<file path="config.mk">
export PLATFORM = sky130hd
export DESIGN_NAME = id_ex_stage
export DESIGN_NICKNAME = d
export VERILOG_FILES = /design/src/rtl/cpu_pkg.sv /design/src/rtl/hazard_detect.sv /design/src/rtl/id_ex_stage.sv
export SDC_FILE = /design/constraint.sdc
export NUM_CORES = 1
export LEC_CHECK = 0
export CAP_MARGIN = 10
export CORE_MARGIN = 4
export CORE_UTILIZATION = 44
export DETAILED_ROUTE_END_ITERATION = 12
export GPL_ROUTABILITY_DRIVEN = 0
export GPL_TIMING_DRIVEN = 1
export PLACE_DENSITY = 0.93
export SETUP_SLACK_MARGIN = 0.1
export SLEW_MARGIN = 20
export SYNTH_ARGS = -nofsm -noshare
export SYNTH_HDL_FRONTEND = slang
export SYNTH_SLANG_ARGS = --single-unit
</file>
<file path="constraint.sdc">
create_clock -name clk -period 7.3 [get_ports clk]
set_input_delay 1.095 -clock clk [delete_from_list [all_inputs] [get_ports clk]]
set_output_delay 1.095 -clock clk [all_outputs]
set_load 0.02 [all_outputs]
</file>
<file path="src/rtl/cpu_pkg.sv">
// Shared definitions for the 5-stage MIPS core.
// Contents:
//   ALUOP_*    two-bit ALU operation classes produced by the decoder
//   OP_*       primary opcode field values (instr[31:26])
//   ctl_t      decoded control bundle carried from ID into EX
//   CTL_BUBBLE all-zero control bundle used for inserted bubbles
package cpu_pkg;

    // ALU operation classes
    localparam logic [1:0] ALUOP_MEM = 2'b00;
    localparam logic [1:0] ALUOP_BR  = 2'b01;
    localparam logic [1:0] ALUOP_R   = 2'b10;
    localparam logic [1:0] ALUOP_IMM = 2'b11;

    // Primary opcodes
    localparam logic [5:0] OP_RTYPE = 6'h00;
    localparam logic [5:0] OP_J     = 6'h02;
    localparam logic [5:0] OP_BEQ   = 6'h04;
    localparam logic [5:0] OP_BNE   = 6'h05;
    localparam logic [5:0] OP_ADDI  = 6'h08;
    localparam logic [5:0] OP_SLTI  = 6'h0A;
    localparam logic [5:0] OP_ANDI  = 6'h0C;
    localparam logic [5:0] OP_ORI   = 6'h0D;
    localparam logic [5:0] OP_XORI  = 6'h0E;
    localparam logic [5:0] OP_LW    = 6'h23;
    localparam logic [5:0] OP_SW    = 6'h2B;

    // Control bundle latched into EX (SignZero is consumed in ID and not carried)
    typedef struct packed {
        logic [1:0] alu_op;
        logic       jump;
        logic       branch;
        logic       mem_write;
        logic       mem_read;
        logic       reg_write;
        logic       memto_reg;
        logic       alu_src;
        logic       reg_dst;
    } ctl_t;

    // A bubble must not write registers or memory, nor redirect the PC
    localparam ctl_t CTL_BUBBLE = '0;

endpackage

</file>
<file path="src/rtl/hazard_detect.sv">
// Load-use hazard detection for the ID/EX boundary.
// A load in EX whose destination (rt) is read by the instruction in ID cannot
// forward in time, so the ID instruction must wait one cycle.
// Ports:
//   ex_MemRead  in  1       EX stage holds a load
//   ex_rt       in  REG_AW  load destination register
//   id_rs       in  REG_AW  ID source specifier rs
//   id_rt       in  REG_AW  ID source specifier rt
//   flush_i     in  1       ID instruction is being squashed
//   stall_o     out 1       hold PC and IF/ID this cycle
module hazard_detect #(
    parameter int REG_AW = 5
) (
    input  logic              ex_MemRead,
    input  logic [REG_AW-1:0] ex_rt,
    input  logic [REG_AW-1:0] id_rs,
    input  logic [REG_AW-1:0] id_rt,
    input  logic              flush_i,
    output logic              stall_o
);

    logic w_rt_nonzero;
    logic w_match;
    logic w_hazard;

    // $zero is never a real dependence
    assign w_rt_nonzero = |ex_rt;

    // Both specifiers are compared regardless of whether the ID instruction
    // actually reads them; the occasional extra stall is accepted.
    assign w_match  = (ex_rt == id_rs) | (ex_rt == id_rt);
    assign w_hazard = ex_MemRead & w_rt_nonzero & w_match;

    // A squashed instruction never needs to wait, and the PC must follow the redirect
    assign stall_o = w_hazard & ~flush_i;

endmodule

</file>
<file path="src/rtl/id_ex_stage.sv">
// ID/EX pipeline register of the 5-stage MIPS core.
// Latches decoded controls, operands, extended immediate and register
// specifiers; inserts a bubble on a load-use hazard or a flush request.
// Optional feature macro: HAZARD_STATS_EN (adds stall_cnt / flush_cnt).
// Ports:
//   clk, reset                 clock, asynchronous active-high reset
//   id_<ctl>, id_ALUOp         decoded controls from ID
//   id_SignZero                1 = zero-extend immediate, 0 = sign-extend
//   id_pc4, id_rdata1/2        PC+4 and register operands (DATA_W)
//   id_imm                     raw 16-bit immediate
//   id_rs, id_rt, id_rd        register specifiers (REG_AW)
//   flush_i                    squash the ID instruction
//   stall_o                    combinational hold for PC and IF/ID
//   ex_*                       registered copies, ex_imm extended to DATA_W
//   ex_valid                   1 = real instruction in EX, 0 = bubble
//   stall_cnt, flush_cnt       (HAZARD_STATS_EN only) wrapping event counters
module id_ex_stage
    import cpu_pkg::*;
#(
    parameter int DATA_W = 32,
    parameter int REG_AW = 5
) (
    input  logic              clk,
    input  logic              reset,
    input  logic              id_RegDst,
    input  logic              id_ALUSrc,
    input  logic              id_MemtoReg,
    input  logic              id_RegWrite,
    input  logic              id_MemRead,
    input  logic              id_MemWrite,
    input  logic              id_Branch,
    input  logic              id_Jump,
    input  logic              id_SignZero,
    input  logic [1:0]        id_ALUOp,
    input  logic [DATA_W-1:0] id_pc4,
    input  logic [DATA_W-1:0] id_rdata1,
    input  logic [DATA_W-1:0] id_rdata2,
    input  logic [15:0]       id_imm,
    input  logic [REG_AW-1:0] id_rs,
    input  logic [REG_AW-1:0] id_rt,
    input  logic [REG_AW-1:0] id_rd,
    input  logic              flush_i,
    output logic              stall_o,
    output logic              ex_RegDst,
    output logic              ex_ALUSrc,
    output logic              ex_MemtoReg,
    output logic              ex_RegWrite,
    output logic              ex_MemRead,
    output logic              ex_MemWrite,
    output logic              ex_Branch,
    output logic              ex_Jump,
    output logic [1:0]        ex_ALUOp,
    output logic [DATA_W-1:0] ex_pc4,
    output logic [DATA_W-1:0] ex_rdata1,
    output logic [DATA_W-1:0] ex_rdata2,
    output logic [DATA_W-1:0] ex_imm,
    output logic [REG_AW-1:0] ex_rs,
    output logic [REG_AW-1:0] ex_rt,
    output logic [REG_AW-1:0] ex_rd,
    output logic              ex_valid
`ifdef HAZARD_STATS_EN
    ,
    output logic [31:0]       stall_cnt,
    output logic [31:0]       flush_cnt
`endif
);

    // ------------------------------------------------------------------
    // Pipeline state
    // ------------------------------------------------------------------
    ctl_t              r_ctl;
    logic [DATA_W-1:0] r_pc4;
    logic [DATA_W-1:0] r_rdata1;
    logic [DATA_W-1:0] r_rdata2;
    logic [DATA_W-1:0] r_imm;
    logic [REG_AW-1:0] r_rs;
    logic [REG_AW-1:0] r_rt;
    logic [REG_AW-1:0] r_rd;
    logic              r_valid;

    ctl_t              w_ctl_in;
    logic              w_fill;
    logic [DATA_W-1:0] w_imm_ext;
    logic              w_stall;
    logic              w_bubble;

    // ------------------------------------------------------------------
    // Hazard detection
    // ------------------------------------------------------------------
    hazard_detect #(
        .REG_AW (REG_AW)
    ) u_hazard_detect (
        .ex_MemRead (r_ctl.mem_read),
        .ex_rt      (r_rt),
        .id_rs      (id_rs),
        .id_rt      (id_rt),
        .flush_i    (flush_i),
        .stall_o    (w_stall)
    );

    assign stall_o = w_stall;

    // Flush takes priority over stall; both load the same bubble
    assign w_bubble = flush_i | w_stall;

    // ------------------------------------------------------------------
    // Control bundle and immediate extension
    // ------------------------------------------------------------------
    always_comb begin
        w_ctl_in           = CTL_BUBBLE;
        w_ctl_in.alu_op    = id_ALUOp;
        w_ctl_in.jump      = id_Jump;
        w_ctl_in.branch    = id_Branch;
        w_ctl_in.mem_write = id_MemWrite;
        w_ctl_in.mem_read  = id_MemRead;
        w_ctl_in.reg_write = id_RegWrite;
        w_ctl_in.memto_reg = id_MemtoReg;
        w_ctl_in.alu_src   = id_ALUSrc;
        w_ctl_in.reg_dst   = id_RegDst;
    end

    // Fill bit is the immediate sign only when sign extension is requested
    assign w_fill    = ~id_SignZero & id_imm[15];
    assign w_imm_ext = {{(DATA_W-16){w_fill}}, id_imm};

    // ------------------------------------------------------------------
    // ID/EX register
    // ------------------------------------------------------------------
    always_ff @(posedge clk or posedge reset) begin
        if (reset) begin
            r_ctl    <= CTL_BUBBLE;
            r_pc4    <= '0;
            r_rdata1 <= '0;
            r_rdata2 <= '0;
            r_imm    <= '0;
            r_rs     <= '0;
            r_rt     <= '0;
            r_rd     <= '0;
            r_valid  <= 1'b0;
        end else if (w_bubble) begin
            // Data fields are cleared too so a bubble looks the same every time
            r_ctl    <= CTL_BUBBLE;
            r_pc4    <= '0;
            r_rdata1 <= '0;
            r_rdata2 <= '0;
            r_imm    <= '0;
            r_rs     <= '0;
            r_rt     <= '0;
            r_rd     <= '0;
            r_valid  <= 1'b0;
        end else begin
            r_ctl    <= w_ctl_in;
            r_pc4    <= id_pc4;
            r_rdata1 <= id_rdata1;
            r_rdata2 <= id_rdata2;
            r_imm    <= w_imm_ext;
            r_rs     <= id_rs;
            r_rt     <= id_rt;
            r_rd     <= id_rd;
            r_valid  <= 1'b1;
        end
    end

    // ------------------------------------------------------------------
    // Outputs
    // ------------------------------------------------------------------
    assign ex_RegDst   = r_ctl.reg_dst;
    assign ex_ALUSrc   = r_ctl.alu_src;
    assign ex_MemtoReg = r_ctl.memto_reg;
    assign ex_RegWrite = r_ctl.reg_write;
    assign ex_MemRead  = r_ctl.mem_read;
    assign ex_MemWrite = r_ctl.mem_write;
    assign ex_Branch   = r_ctl.branch;
    assign ex_Jump     = r_ctl.jump;
    assign ex_ALUOp    = r_ctl.alu_op;
    assign ex_pc4      = r_pc4;
    assign ex_rdata1   = r_rdata1;
    assign ex_rdata2   = r_rdata2;
    assign ex_imm      = r_imm;
    assign ex_rs       = r_rs;
    assign ex_rt       = r_rt;
    assign ex_rd       = r_rd;
    assign ex_valid    = r_valid;

`ifdef HAZARD_STATS_EN
    // ------------------------------------------------------------------
    // Hazard statistics; both counters wrap modulo 2^32
    // ------------------------------------------------------------------
    logic [31:0] r_stall_cnt;
    logic [31:0] r_flush_cnt;

    always_ff @(posedge clk or posedge reset) begin
        if (reset) begin
            r_stall_cnt <= '0;
            r_flush_cnt <= '0;
        end else begin
            if (w_stall) begin
                r_stall_cnt <= r_stall_cnt + 32'd1;
            end
            if (flush_i) begin
                r_flush_cnt <= r_flush_cnt + 32'd1;
            end
        end
    end

    assign stall_cnt = r_stall_cnt;
    assign flush_cnt = r_flush_cnt;
`endif

endmodule

</file>
### After elaboration in Yosys (flattened, before gate mapping)

Index checks and enable logic that the tools add are counted.
Widths: inputs -> output; s select.

* register bits: 154
* output and inout bits: 155
* logic and storage cells: 37
* input bits: 141

* bitwise logic cells: 8
* equal/unequal tests: 2
* reductions and logical operators: 1
* muxes and demuxes: 9

Operator list (number)
* $mux 32: 4
* $mux 5: 3
* $eq 5x5->1: 2
* $mux 10: 1
* $reduce_or 5->1: 1
* $and 1x1->1: 4
* $not 1->1: 2
* $or 1x1->1: 2
* $mux 1: 1

### Depth between registers and ports, before layout

Gate-level depths: netlist (run 1).

* word-level depth: 6
* depth in mapped cells: 6
* mapped depth without buffers: 4

### Cells and area by module

From an unflattened synthesis (run 1), not the netlist that was laid out.

* cell total of the unflattened synthesis: 342
* area total of the unflattened synthesis: 5602.9 µm²

By module, submodules not included
* id_ex_stage: times used 1, cells each 324, area each 5471.5 µm²
* hazard_detect: times used 1, cells each 18, area each 131.4 µm²

### Least setup slack after synthesis (run 1)

Ideal clock, no wire load.

* path type: in2out
* start: in id_rt[4]
* end: out stall_o
* arrival time: 2.168 ns
* stages: 5
* path slack: 4.037 ns
* path through: xnor2_1 > nand3_1 > o22ai_1 > clkbuf_1 > and3b_1

* word-level cells in the longest chain between the ends: 4

RTL lines
* from (decl): line id_ex_stage.sv:40 `input logic [REG_AW-1:0] id_rt,`
* $eq 5x5->1: line hazard_detect.sv:31 `assign w_match = (ex_rt == id_rs) | (ex_rt == id_rt);`
* $or 1x1->1: line hazard_detect.sv:31
* $and 1x1->1: line hazard_detect.sv:32 `assign w_hazard = ex_MemRead & w_rt_nonzero & w_match;`
* $and 1x1->1: line hazard_detect.sv:35 `assign stall_o = w_hazard & ~flush_i;`
* to (decl): line id_ex_stage.sv:43 `output logic stall_o,`

Every way passes these cells.

### Final worst setup path (run 1)

Ends and elaborated chain as after synthesis.

==> results of run 1 <==
## cells in the final DEF (no fill, tap or decap), types with 2 or more instances in the layout
cell and n:
a21oi_1 38, clkbuf_1 3, buf_4 5, nand2_1 2
dfrtp_1 139, clkbuf_16 17, clkinv_2 5, nand2b_1 137
a21oi_2 100, clkdlybuf4s50_1 294, nand3_1 2, clkbuf_8 3
xnor2_1 10, bufinv_16 2
## path summary, 6_finish.rpt
kind,depth (start not counted),end
worst max-delay path,6,stall_o
worst min-delay path,2,ex_Branch
worst max register to register,5,ex_pc4[28]
worst min register to register,2,ex_Branch
max in group asynchronous,3,ex_pc4[15]
min in group asynchronous,2,ex_rdata2[31]
## worst register-to-register path, delay by kind of cell, from the launching register on
family	cells	cell delay (ns)
AO/OA/AOI/OAI	2	0.69
AND/OR/NAND/NOR	1	0.16
buffers and inverters	2	1.55
flip-flops	1	0.43
## flip-flops by register name, indices dropped and copies added (netlist names)
name         cells
ex_Branch        1
ex_RegDst        1
ex_MemWrite      1
ex_valid         1
ex_RegWrite      1
ex_imm          17
ex_ALUSrc        1
ex_MemtoReg      1
ex_rdata2       32
ex_rt            5
ex_Jump          1
ex_ALUOp         2
ex_rd            5
ex_pc4          32
ex_rdata1       32
ex_rs            5
ex_MemRead       1
## where the power goes
group          switching (mW)  total, mW  leakage [nW]  internal, mW
sequential             0.0152      0.828          1.79         0.812
combinational           0.190      0.374          1.78         0.185
clock                   0.301      0.827         0.283         0.525
total                   0.506       2.03          3.86          1.52
## area by class of cell
cell class	instances	share of cell area, %
repair buffers	301	32.0
flip-flops and latches	139	37.2
clock buffers	23	5.11
inverters	1	0.0936
multi-input cells	294	22.3
clock inverters	8	0.989
well taps	176	2.35
## layer usage
| metal | global-route usage (%) | part of all wire (%) |
|---|---|---|
| met4 | 9.80 | 3.3 |
| met5 | 0 | 0 |
| met1 | 22.7 | 36 |
| met3 | 7.38 | 7.5 |
| met2 | 37.4 | 53 |
## cells by family after synthesis
kind of cell / synth area share, %
AND/OR/NAND/NOR: 14.9
XOR/XNOR: 1.46
buffers and inverters: 7.44
AO/OA/AOI/OAI: 18.2
flip-flops: 58.1
## metrics by stage
| stage | util [%] | hold WS [ns] | worst slack (ns) | power, mW |
|---|---|---|---|---|
| after floorplan | - | 0.918 | 2.48 | 1.03 |
| after global placement | 66.1 | 0.938 | 3.26 | 1.21 |
| after CTS | 70.4 | 0.982 | 3.25 | 2.05 |
| after detailed placement | 66.1 | 0.956 | 3.09 | 1.22 |
| final | 70.4 | 0.968 | 3.20 | 2.03 |
| after global routing | 70.4 | 1.01 | 3.13 | 2.11 |
==> results_dict.tcl, run 1 <==
set metrics [dict create \
    post_drt_wl_per_cell_um 17.3 \
    hold_buffers 0 \
    yosysMostFrequentCell "dfrtp_1" \
    ios 296 \
    drt_first_pass_iters 4 \
    cp-startpoint "id_rt[4]" \
    endpoint_kind "primary output" \
    ys_top_cells_by_count "dfrtp_1 (139), nand2b_1 (137), a21oi_2 (100), a21oi_1 (38), clkbuf_1 (23)" \
    max_freq_ghz 0.244 \
    rsz0062_at_grt "no" \
    drive_gt1_share_pct 18.0 \
    synthArstFlopShare_pct 100 \
    r2r-start "ex_rt[4]" \
    tns_ns 0 \
    syn_to_final_growth_pct 56.3 \
    clk_pin_slew_ns 0.06 \
    post_cts_resize_count 0 \
    synth_flop_cell "dfrtp_1" \
    regArea_mm2 0.00348 \
    slew_violations 0 \
    fp-row-count 42 \
    synth_area_leader_cell "dfrtp_1" \
    design_area_mm2 0.00936 \
    p_per_area_mw_per_mm2 217 \
    period_minus_slack_ns 4.10 \
    worst_setup_path_start_kind "input pin" \
    numClockSinks 139 \
    finalNetCount 895 \
    final_hold_viol_count 0 \
    synth.top_cell.area_share_pct 58.1 \
    antenna_found_initial 0 \
    die-area_mm2 0.0155 \
    synth_cell_types 19 \
    dpl_cell_area_mm2 0.00879 \
    vias 4479 \
    synth.area.top_cells "dfrtp_1 (58%), a21oi_2 (15%), nand2b_1 (14%)" \
    worstMarginPinSlew_ns 0.978 \
    postCtsSetupBuffers 0 \
    port_buffers 295 \
    grt_util_all_layers_pct 21.2 \
    ys_ff_latch 139 \
    slowest_delay_ns 0.63 \
    wl_mm 16.3 \
    die_height_um 125 \
    avgSynthCellArea_um2 12.1 \
    htreeDepth 4 \
    fin_crit_sh_pct 56.2 \
    worstPathMaxFanout 2 \
    cp_top_family "buffers and inverters" \
    cp.required_ns 6.20 \
    cp_num_buf_inv 2 \
    crit_path_top_delay_cell "clkdlybuf4s50_1" \
    criticalPathCategory "in -> out" \
    max-slew-margin-rel_pct 34.8 \
    start_util_pct 45.0 \
    ant_nets 0 \
    cts_tree "built" \
    clk_latency_ns 0.40 \
    viasPerCell 4.75 \
    syn-cell-area_mm2 0.00599 \
    ys_seq_area_share_pct 58.1 \
    syn_inst 495 \
    antenna_cells 0 \
    synth-edff-count 0 \
    multiInputGateArea_mm2 0.00209 \
    yosys_warnings 0 \
    root_buffer "clkbuf_16" \
    outcome "finished clean" \
    arrival_ns 3.01 \
    grt_max_degree 140 \
    cp_common_cell "clkdlybuf4s50_1" \
    grt_pass1_wl_mm 26.2 \
    dpl.cell_count 911 \
    grt-ovfl-total 0 \
    cts_buffer_depth 2 \
    n_fill_cell 915 \
    r2r_slack_ns 4.31 \
    p_leak_nw 3.86 \
    path_cells "clkdlybuf4s50_1 -> xnor2_1 -> nand3_1 -> o22ai_4 -> and3b_1 -> clkdlybuf4s50_1" \
    hold_start "ex_MemRead" \
    hpwlAfterDp_mm 11.6 \
    numCtsBuffers 17 \
    fin_cells 942 \
    finalSetupViolations 0 \
    hold_class "reg -> reg" \
    drt_iter0_drc 229 \
    clock-skew-final_ns 0.00621 \
    syn_nets 636 \
    core_mm2 0.0133 \
    drc_errors 0 \
    maxCapViolCount 0 \
    grt_pass1_vias 4860 \
    die_x_um 125 \
    ir_drop_uv 135 \
]
Power figures use the tool's default switching activity.
==> run 2, diff against run 1 <==
--- a/config.mk
+++ b/config.mk
@@ -7,11 +7,11 @@
 export LEC_CHECK = 0
 export CAP_MARGIN = 10
 export CORE_MARGIN = 4
-export CORE_UTILIZATION = 44
+export CORE_UTILIZATION = 37
 export DETAILED_ROUTE_END_ITERATION = 12
 export GPL_ROUTABILITY_DRIVEN = 0
 export GPL_TIMING_DRIVEN = 1
-export PLACE_DENSITY = 0.93
+export PLACE_DENSITY = 0.84
 export SETUP_SLACK_MARGIN = 0.1
 export SLEW_MARGIN = 20
 export SYNTH_ARGS = -nofsm -noshare
==> constraint.sdc (replaced) <==
create_clock -name clk -period 3.4 [get_ports clk]
set_input_delay 0.51 -clock clk [delete_from_list [all_inputs] [get_ports clk]]
set_output_delay 0.51 -clock clk [all_outputs]
set_load 0.02 [all_outputs]
==> run 2 against run 1 <==
Via count increased by 0.13%. Count of clock-buffer cells in the layout decreased by 5. Routed wire length is 0.58% lower. Final cell count increased by 4.1%. Register-to-register slack worse by 2.9 ns. Global-route usage down 3.7 points. Clock skew rose by 0.0014 ns. Design area grew 0.82%. Power increased by 110%. Critical path type is now reg -> out. Largest power group unchanged.
==> results_dict.tcl, run 2 (synthesis results as in run 1) <==
set metrics [dict create \
    outcome "finished clean" \
    clock-skew-final_ns 0.00763 \
    port_buffers 295 \
    slew_violations 0 \
    p_leak_nw 3.85 \
    maxCapViolCount 0 \
    grt_max_degree 140 \
    grt_util_all_layers_pct 17.4 \
    gr-usage-met2_pct 28.8 \
    cp.required_ns 2.89 \
    ir_drop_uv 292 \
    hpwlAfterDp_mm 11.2 \
    clk_latency_ns 0.41 \
    rsz0062_at_grt "no" \
    die_x_um 135 \
    core_mm2 0.0159 \
    root_buffer "clkbuf_16" \
    max_freq_ghz 0.348 \
    die-area_mm2 0.0183 \
    path_cells "or4_1 -> o21a_4 -> and3b_1 -> clkdlybuf4s50_1" \
    syn_to_final_growth_pct 57.6 \
    ant_nets 0 \
    tns_ns 0 \
    use_met1_pct 20.8 \
    numClockSinks 139 \
    antenna_cells 0 \
    numCtsBuffers 17 \
    fp-row-count 46 \
    grt_pass1_wl_mm 24.9 \
    ios 296 \
    drt_first_pass_iters 4 \
    htreeDepth 4 \
    start_util_pct 37.7 \
    endpoint_kind "primary output" \
    antenna_found_initial 0 \
    worst_setup_path_start_kind "register" \
    finalNetCount 895 \
    final_hold_viol_count 0 \
    drt_iter0_drc 192 \
    drive_gt1_share_pct 18.3 \
    postCtsSetupBuffers 0 \
    arrival_ns 2.36 \
    max-slew-margin-rel_pct 40.1 \
    slowest_delay_ns 0.56 \
    top_usage_layer "met2" \
    vias 4485 \
    criticalPathCategory "reg -> out" \
    post_cts_resize_count 0 \
    design_area_mm2 0.00944 \
    p_per_area_mw_per_mm2 461 \
    die_height_um 135 \
    viasPerCell 4.57 \
    fin_crit_sh_pct 84.5 \
    cts_tree "built" \
    cts_buffer_depth 2 \
    finalSetupViolations 0 \
    worstPathMaxFanout 4 \
    dpl_cell_area_mm2 0.00887 \
    wl_mm 16.2 \
    grt_use_met3_pct 5.87 \
    layout_common_cells "clkdlybuf4s50_1 (294), dfrtp_1 (139), nand2b_1 (137)" \
    clk_pin_slew_ns 0.06 \
    grt-ovfl-total 0 \
    worstMarginPinSlew_ns 0.899 \
    grt_pass1_vias 4474 \
    post_drt_wl_per_cell_um 16.5 \
    hold_class "in -> reg" \
    hold_buffers 0 \
    layout_commonest_cell "clkdlybuf4s50_1" \
    drc_errors 0 \
    crit_path_top_delay_cell "or4_1" \
    period_minus_slack_ns 2.87 \
    n_fill_cell 1310 \
]
==> run 2: cell types whose count changed in the layout (fill, tap and decap cells not counted) <==
| cell | change |
|---|---|
| buf_12 | +3 |
| clkbuf_1 | -3 |
| buf_4 | -2 |
| clkinvlp_4 | +3 |
| clkbuf_8 | -2 |
| clkinv_4 | +1 |
| buf_6 | -1 |
==> run 2: final cells by class <==
class | instances | area [um^2] | area share [%]
Clock inverter | 12 | 125 | 1.33
Inverter | 1 | 7.51 | 0.0795
Timing Repair Buffer | 301 | 3030 | 32.1
Tap cell | 216 | 270 | 2.86
Multi-Input combinational cell | 294 | 2090 | 22.1
Sequential cell | 139 | 3480 | 36.9
Clock buffer | 18 | 439 | 4.65
==> run 2: final timing paths <==
check,start,endpoint,slack [ns],cells past startpoint
setup / recovery,ex_rt[4],stall_o,0.53,4
hold / removal,flush_i,ex_rd[0],0.55,3
setup reg to reg,ex_rt[4],ex_rdata1[8],1.40,5
hold reg to reg,ex_MemRead,ex_pc4[21],1.12,3
max in group asynchronous,reset,ex_pc4[15],2.36,3
min in group asynchronous,reset,ex_rdata1[22],0.59,3
==> run 2: per-layer routing <==
| layer | part of all wire, % | wire (um) |
|---|---|---|
| met5 | 0 | 0 |
| met4 | 2.7 | 438 |
| met2 | 50 | 8150 |
| met1 | 38 | 6210 |
| met3 | 8.6 | 1400 |
==> run 2: power breakdown <==
| part | leakage [nW] | internal [mW] | switching, mW |
|---|---|---|---|
| clock network | 0.274 | 1.09 | 0.683 |
| logic | 1.79 | 0.400 | 0.406 |
| registers | 1.79 | 1.74 | 0.0291 |
==> run 2: critical path, delay by kind of cell (launching register included) <==
family | cells | cell delay (ns)
AND/OR/NAND/NOR | 2 | 0.75
flip-flops | 1 | 0.44
buffers and inverters | 1 | 0.54
AO/OA/AOI/OAI | 1 | 0.23
==> run 2: stage by stage <==
| stage | hold slack [ns] | setup WS, ns | utilization [%] | power (mW) | instances |
|---|---|---|---|---|---|
| 6_report | 0.550 | 0.527 | 59.4 | 4.35 | 981 |
| 5_1_grt | 0.558 | 0.454 | 59.4 | 4.53 | 981 |
| 4_1_cts | 0.527 | 0.495 | 59.4 | 4.40 | 981 |
| 3_5_place_dp | 0.962 | 0.563 | 55.9 | 2.62 | 951 |
| 3_3_place_gp | 0.942 | 0.627 | 55.9 | 2.61 | 951 |
| 2_1_floorplan | 0.577 | 1.15 | - | 2.22 | 495 |
==> run 3, diff against run 2 <==
--- a/config.mk
+++ b/config.mk
@@ -7,11 +7,11 @@
 export LEC_CHECK = 0
 export CAP_MARGIN = 10
 export CORE_MARGIN = 4
-export CORE_UTILIZATION = 37
+export CORE_UTILIZATION = 41
 export DETAILED_ROUTE_END_ITERATION = 12
 export GPL_ROUTABILITY_DRIVEN = 0
 export GPL_TIMING_DRIVEN = 1
-export PLACE_DENSITY = 0.84
+export PLACE_DENSITY = 0.87
 export SETUP_SLACK_MARGIN = 0.1
 export SLEW_MARGIN = 20
 export SYNTH_ARGS = -nofsm -noshare
==> constraint.sdc (replaced) <==
create_clock -name clk -period 2.8 [get_ports clk]
set_input_delay 0.42 -clock clk [delete_from_list [all_inputs] [get_ports clk]]
set_output_delay 0.42 -clock clk [all_outputs]
set_load 0.02 [all_outputs]
==> run 3 against run 2 <==
Worst setup slack got worse by 0.36 ns. Non-clock buffer count did not move. Clock skew rose by 0.0012 ns. First-iteration DRC count fell by 22%.
==> results_dict.tcl, run 3 (synthesis results as in run 1) <==
set metrics [dict create \
    numClockSinks 139 \
    syn_to_final_growth_pct 57.5 \
    clk_pin_slew_ns 0.05 \
    p_switching_mw 1.32 \
    vias 4497 \
    clockPowerShare_pct 41.7 \
    clk_latency_ns 0.41 \
    drt_iter0_drc 150 \
    antenna_found_initial 0 \
    viasPerCell 4.75 \
    htreeDepth 4 \
    hpwlAfterDp_mm 11.1 \
    ant_nets 0 \
    finalSetupViolations 0 \
    port_buffers 295 \
    drive_gt1_share_pct 18.1 \
    comb_power_share_pct 18.3 \
    worst_setup_path_start_kind "register" \
    reg2reg_depth 5 \
    hold_class "in -> async" \
    grt_pass1_vias 4720 \
    maxUsedRoutingLayer "met4" \
    period_minus_slack_ns 2.63 \
    hold_buffers 0 \
    grt_pass1_wl_mm 24.7 \
    antenna_cells 0 \
    post_drt_wl_per_cell_um 17.1 \
    cts_buffer_depth 2 \
    met2_length_mm 8.38 \
    r2r-start "ex_rt[3]" \
    final_hold_viol_count 0 \
    ir_drop_uv 367 \
    numCtsBuffers 17 \
    dr_wl_met3_mm 1.60 \
    criticalPathCategory "reg -> out" \
    endpoint_kind "primary output" \
    grt_max_degree 140 \
    finalNetCount 896 \
    slew_violations 0 \
    max_freq_ghz 0.380 \
    die-area_mm2 0.0166 \
    die_height_um 129 \
    worstPathMaxFanout 13 \
    max-slew-margin-rel_pct 31.9 \
    maxCapViolCount 0 \
    cp.required_ns 2.38 \
    layout_commonest_cell "clkdlybuf4s50_1" \
    p_leak_nw 3.88 \
    cts_tree "built" \
    die_x_um 129 \
    root_buffer "clkbuf_16" \
    p_per_area_mw_per_mm2 571 \
    layout_common_cells "clkdlybuf4s50_1 (293), dfrtp_1 (139), nand2b_1 (137)" \
    clock-skew-final_ns 0.00888 \
    grt-ovfl-total 0 \
    r2r-end "ex_RegDst" \
    drc_errors 0 \
    drt-met1-wl_mm 5.89 \
    start_util_pct 42.5 \
    fin_crit_sh_pct 94.0 \
    r2r_slack_ns 0.66 \
    p_sw_share_pct 24.5 \
    arrival_ns 2.21 \
    fp-row-count 43 \
    core_mm2 0.0141 \
    n_fill_cell 1017 \
    rsz0062_at_grt "no" \
    drt_first_pass_iters 4 \
    total_power_mw 5.39 \
    p_seq_share_pct 40.1 \
    tns_ns 0 \
    worstMarginPinSlew_ns 1.02 \
    wl_mm 16.2 \
    internal-power_mw 4.07 \
    outcome "finished clean" \
    ios 296 \
    grt_util_all_layers_pct 19.1 \
]
run 3: worst max path at each step:
stage	start	to	slack, ns	cells after the start
floorplan	reset	ex_ALUOp[0]	0.64	1
finish	ex_rt[4]	stall_o	0.17	4
CTS	ex_rt[0]	stall_o	0.12	4
detailed placement	id_rt[3]	stall_o	0.14	6
global route	ex_rt[4]	stall_o	0.11	4
global placement	id_rt[4]	stall_o	0.20	6
run 3: final cells by class:
type	instances	area [um^2]	area share (%)
clock buffer	23	478	5.07
tap	180	225	2.39
inverter	1	7.51	0.0796
sequential	139	3480	36.9
timing repair buffer	301	3030	32.1
multi-input combinational	295	2100	22.3
clock inverter	7	115	1.22
run 3: per-layer routing:
metal / vias up / global-route usage (%)
met5: - / 0
met4: 0 / 6.67
met3: 24 / 7.68
met2: 188 / 33.4
met1: 2169 / 21.0
li1: 2116 / -
run 3: power groups by stage:
stage / registers (mW) / clock network, mW / logic, mW
5_1_grt: 2.17 / 2.38 / 1.05
4_1_cts: 2.16 / 2.29 / 0.992
2_1_floorplan: 2.33 / 0 / 0.365
3_3_place_gp: 2.19 / 0 / 0.973
3_5_place_dp: 2.19 / 0 / 0.987
6_report: 2.16 / 2.24 / 0.983
run 3: per-stage QoR:
| stage | area [um^2] | hold WS, ns | instances | worst slack, ns | util, % |
|---|---|---|---|---|---|
| 6_report | 9430 | 0.491 | 946 | 0.167 | 66.9 |
| 5_1_grt | 9430 | 0.532 | 946 | 0.111 | 66.9 |
| 4_1_cts | 9420 | 0.497 | 945 | 0.124 | 66.8 |
| 3_5_place_dp | 8830 | 0.783 | 915 | 0.142 | 62.6 |
| 3_3_place_gp | 8830 | 0.779 | 915 | 0.202 | 62.6 |
| 2_1_floorplan | 5990 | 0.487 | 495 | 0.645 | - |
run 3: repair_timing:
item                                    in CTS  in global routing
setup buffers                                0                  0
endpoints found under the setup margin       1                  1
resized for setup                            1                  1
cloned                                       0                  1
run 3: worst max-delay path, cell delays in order (launching register included):
cell,delay (ns)
dfrtp_1,0.43
or4_4,0.59
o21a_4,0.28
and3b_1,0.19
dlygate4sd2_1,0.32
